`src/rtl/dom_mask_source.sv`:
```
// Fresh-randomness source for the DOM-dep multiplier Z inputs: a Galois LFSR
// emits Z_W-bit mask words into a small show-ahead FIFO popped by valid/ready.
module dom_mask_source #(
    parameter int                LFSR_W       = 16,
    parameter logic [LFSR_W-1:0] TAPS         = 16'hB400,
    parameter logic [LFSR_W-1:0] DEFAULT_SEED = 16'hACE1,
    parameter int                Z_W          = 2,
    parameter int                DEPTH        = 4
) (
    input  logic                     clk,
    input  logic                     rst,
    input  logic                     en,
    input  logic                     seed_load,
    input  logic [LFSR_W-1:0]        seed,
    input  logic                     z_ready,
    output logic [Z_W-1:0]           z,
    output logic                     z_valid,
    output logic [$clog2(DEPTH):0]   level,
    output logic                     lockup
);

    // state | meaning
    // IDLE  | generation stopped, FIFO kept, pops still served
    // RUN   | one word pushed per cycle while FIFO has room
    typedef enum logic {IDLE, RUN} state_t;

    localparam int AW = $clog2(DEPTH);
    localparam int LW = AW + 1;

    state_t            state, state_d;
    logic [LFSR_W-1:0] lfsr, lfsr_nx;
    logic [Z_W-1:0]    word;
    logic [Z_W-1:0]    mem [DEPTH];
    logic [AW-1:0]     wr_ptr, rd_ptr;
    logic              full, push, pop;

    // Z_W LFSR steps per word; bit i of the word is the output of step i
    always_comb begin
        lfsr_nx = lfsr;
        word    = '0;
        for (int i = 0; i < Z_W; i++) begin
            word[i] = lfsr_nx[0];
            lfsr_nx = lfsr_nx[0] ? ((lfsr_nx >> 1) ^ TAPS) : (lfsr_nx >> 1);
        end
    end

    always_comb begin
        state_d = state;
        if (!seed_load) begin
            case (state)
                IDLE:    if (en)  state_d = RUN;
                RUN:     if (!en) state_d = IDLE;
                default: state_d = IDLE;
            endcase
        end
    end

    assign full    = (level == LW'(DEPTH));
    assign z_valid = (level != '0) & ~seed_load;
    assign pop     = z_valid & z_ready;
    assign push    = (state == RUN) & en & (~full | pop) & ~seed_load;
    assign z       = z_valid ? mem[rd_ptr] : '0;

    always_ff @(posedge clk) begin
        if (rst) begin
            state  <= IDLE;
            lfsr   <= DEFAULT_SEED;
            wr_ptr <= '0;
            rd_ptr <= '0;
            level  <= '0;
            lockup <= 1'b0;
            for (int i = 0; i < DEPTH; i++) mem[i] <= '0;
        end else if (seed_load) begin
            // a zero seed would lock the LFSR, so substitute the default
            wr_ptr <= '0;
            rd_ptr <= '0;
            level  <= '0;
            lockup <= (seed == '0);
            lfsr   <= (seed == '0) ? DEFAULT_SEED : seed;
        end else begin
            state <= state_d;
            if (push) begin
                mem[wr_ptr] <= word;
                wr_ptr      <= wr_ptr + AW'(1);
                lfsr        <= lfsr_nx;
            end
            if (pop) rd_ptr <= rd_ptr + AW'(1);
            case ({push, pop})
                2'b10:   level <= level + LW'(1);
                2'b01:   level <= level - LW'(1);
                default: level <= level;
            endcase
        end
    end

endmodule
```
`config.mk`:
```
export PLATFORM = sky130hd
export DESIGN_NAME = dom_mask_source
export DESIGN_NICKNAME = d
export VERILOG_FILES = /design/src/rtl/dom_mask_source.sv
export SDC_FILE = /design/constraint.sdc
export NUM_CORES = 1
export LEC_CHECK = 0
export BUFFER_PORTS_ARGS = -buffer_cell sky130_fd_sc_hd__buf_4
export CORE_MARGIN = 2
export CORE_UTILIZATION = 50
export CTS_CLUSTER_DIAMETER = 80
export DETAILED_ROUTE_END_ITERATION = 10
export HOLD_SLACK_MARGIN = 0.15
export PLACE_DENSITY = 0.79
export REMOVE_ABC_BUFFERS = 1
export SETUP_SLACK_MARGIN = 0.1
export SYNTH_ARGS = -nofsm -noshare
export SYNTH_HDL_FRONTEND = slang
export SYNTH_SLANG_ARGS = --single-unit
```
`constraint.sdc`:
```
create_clock -name clk -period 2.19 [get_ports clk]
set_clock_uncertainty 0.05 [all_clocks]
set_input_delay 0.1095 -clock clk [delete_from_list [all_inputs] [get_ports clk]]
set_output_delay 0.1095 -clock clk [all_outputs]
set_load 0.03 [all_outputs]
```
==> summary.md <==
| Metric | Value |
|---|---|
| GP Congestion | 0.790 |
| Post-synthesis sequential area ratio | between 40% and 50% |
| Die W | roughly 62 um |
| Slowest cell delay on critical path | between 300 and 400 ps |
| Least-Margin Pin Slew | between 500 and 600 ps |
| Crit share post-route | 95.5% |
| Global-route wire length before repair | roughly 6700 um |
| Worst Path Buf+Inv | 2 |
| Vias in the first global route | between 1000 and 1500 |
| Critical Path Start Type | register |
| PD cells | ~530 nW/um2 |
| Max IR drop VDD | between 0.0003 and 0.0004 V |
| Initial core utilization | about half |
| Max_slew headroom | ~63% |
| Top_reg_cell synth | dfxtp_1 |
| Drt pass-1 iters | 5 |
| Clk pin slew, worst setup/hold paths | about 100 ps |
| Most frequent cells in the layout | buf_4, nor2_1, dfxtp_1 |
| Final WS setup | a little under 100 ps |
| Gr usage total | ~22% |
| Root Buffer | clkbuf_4 |
| Ys async rst share | 0% |
| Clk sinks | 35 |
| Post-synth EDFFs | 8 |
| Setup WS pre-CTS | -39.6 ps |
| Most common cell after layout, fill and taps aside | buf_4 |
| ANT cells | 0 |
| Area delta synth->final | 32.8% |
| Post-synthesis cell count | 180 |
| Final nets | between 200 and 300 |
| Crit-path cells | nor4b_4, nor3_2, inv_1, ha_2, inv_2, fa_2, xor2_1, or3_1, a21oi_2 |
| Post-synth cell types | 39 |
| Fin. Hold Viols | 0 |
| Core ar. | 3310 um2 |
| Post-layout util | just under 70% |
| Largest net degree at the start of global routing | 23 |
| Worst skew pair latency | 340 ps |
| Total gr overflow | 0 |
| Port bufs | 27 |
| DRC viols | 0 |
| Row cnt | 21 |
| Post-DP Area | around 2000 um2 |
| Maxcap violations | 0 |
| CTS max path bufs | 2 |
| Post-Layout Cell Count | 282 |
| Antenna-violating nets left | 0 |
| Worst EP arrival | 2320 ps |
| Fmax | ~0.48 GHz |
| Slowest-stage cell, CP | dfxtp_2 |
| Syn Area/Cell | around 9.5 um2 |
| Vias/cell | between 5 and 6 |
| Run status | completed |
| Total die area | just under 4000 um2 |
| Vias | between 1000 and 1500 |
| Initial antenna violation count | 0 |
| Synthesis-stage register bit count | 35 |
| WL/cell | 14.0 um |
| Htree depth | 2 |
| Hold Crit Class | in2reg |
| Crit Path Max Fanout | 3 |
| Placed cells | 252 |
| CTS tree | built |
| Crit Path Category | reg2reg |
| Lkg Pwr | roughly 0.00087 uW |
| Share of cells above drive strength 1 | a little over a quarter |
| Final Critical Period | approximately 2100 ps |
| Warnings from Yosys | 0 |
| IO Pins | 28 |
| Synthesized cell area | 1700 um2 |
| WL final | a little under 4000 um |
| # setup viols final | 0 |
| CP top delay family | simple AND/OR/NAND/NOR gates |
| Post-detail-place hpwl | about 2500 um |
| Worst path required time | roughly 2400 ps |
| Worst setup EP type | register |
| Slew Limit Fails | 0 |
| CTS Buf Count | 5 |
| Hold Slack | between 200 and 250 ps |
| Die Height | roughly 62 um |
| Design Area, Final | about 2300 um2 |
| Drt first-iter violations | 21 |
| Unrepaired setup endpoints after global routing | true |
==> cell type report <==
| cell class | instances | area (um2) |
|---|---|---|
| inverter | 7 | 26.3 |
| fill | 266 | 1050 |
| tap | 46 | 57.6 |
| clock inverter | 2 | 7.51 |
| timing repair buffer | 58 | 485 |
| multi-input combinational | 128 | 858 |
| sequential | 35 | 785 |
| clock buffer | 6 | 41.3 |
==> synth_stat cells (all sizes together) (2+ instances only) <==
master | n | area (um2)
o311ai | 3 | 26.3
or2 | 2 | 12.5
mux2i | 5 | 50.1
a311oi | 3 | 45.0
o2bb2ai | 3 | 26.3
nor2 | 33 | 124
inv | 7 | 26.3
dfxtp | 27 | 541
xor2 | 6 | 52.6
nand2 | 12 | 45.0
o21ai | 5 | 25.0
nand3b | 3 | 22.5
o31ai | 3 | 22.5
nand2b | 5 | 31.3
a21oi | 8 | 40.0
clkbuf | 4 | 15.0
buf | 6 | 41.3
edfxtp | 8 | 240
and2 | 2 | 12.5
xnor2 | 4 | 35.0
nor4 | 4 | 25.0
nand3 | 2 | 10.0
nor3 | 11 | 55.1
mux4 | 2 | 45.0
==> layer usage <==
layer	part of all wire (%)	routed length [um]	vias to the layer above	track usage, %
met3	3.5	138	13	3.99
li1	-	-	746	-
met1	43	1710	662	26.4
met4	3.1	122	0	10.6
met2	50	1970	34	38.6
met5	0	0	-	0
==> power by group <==
| group | internal (uW) | switching [uW] |
|---|---|---|
| clock network | 119 | 209 |
| logic | 93.0 | 82.0 |
| registers | 687 | 19.3 |
==> registers in the layout, summed over array words and instances, names as in the netlist, named ones only <==
register / flops
level: 3
mem: 8
wr_ptr: 2
lfsr: 16
lockup: 1
state: 1
rd_ptr: 2
==> kinds of logic after synthesis <==
kind of cell,after synthesis,share of synthesized area (%)
AOI/OAI and AO/OA,29,12.9
xor gates and xnor gates,10,5.14
adders and majority gates,2,1.91
buffers and inverters,17,4.85
DFF,35,45.8
muxes,7,5.58
and+or+nand+nor,80,23.8
==> metrics by stage <==
stage | setup TNS (ps) | total power [uW]
global route | 0 | 1260
finish | 0 | 1210
CTS | 0 | 1200
global placement | 0 | 858
floorplan | -174 | 791
detailed placement | -39.6 | 860
==> worst reg2reg max path: stages, from the launching register on <==
cell	delay (ps)
dfxtp_2	350
nor4b_4	320
nor3_2	90
inv_1	80
ha_2	190
inv_2	40
fa_2	320
xor2_1	150
or3_1	320
a21oi_2	110
==> what timing repair did <==
action                     CTS  global route
hold buffers                19             1
buffers inserted             2             0
hold endpoints to repair    18             1
setup endpoints to repair    1             1
pin swaps                    2             3
resized for setup            7             2
==> worst paths after layout <==
check / cells after the start / startpoint / slack, ps / to
min reg2reg: 2 / lfsr[2] / 460 / lfsr[2]
min: 4 / z_ready / 200 / rd_ptr[1]
max: 9 / level[1] / 100 / level[2]
max reg2reg: 9 / level[1] / 100 / level[2]
(Power assumes the default switching activity.)
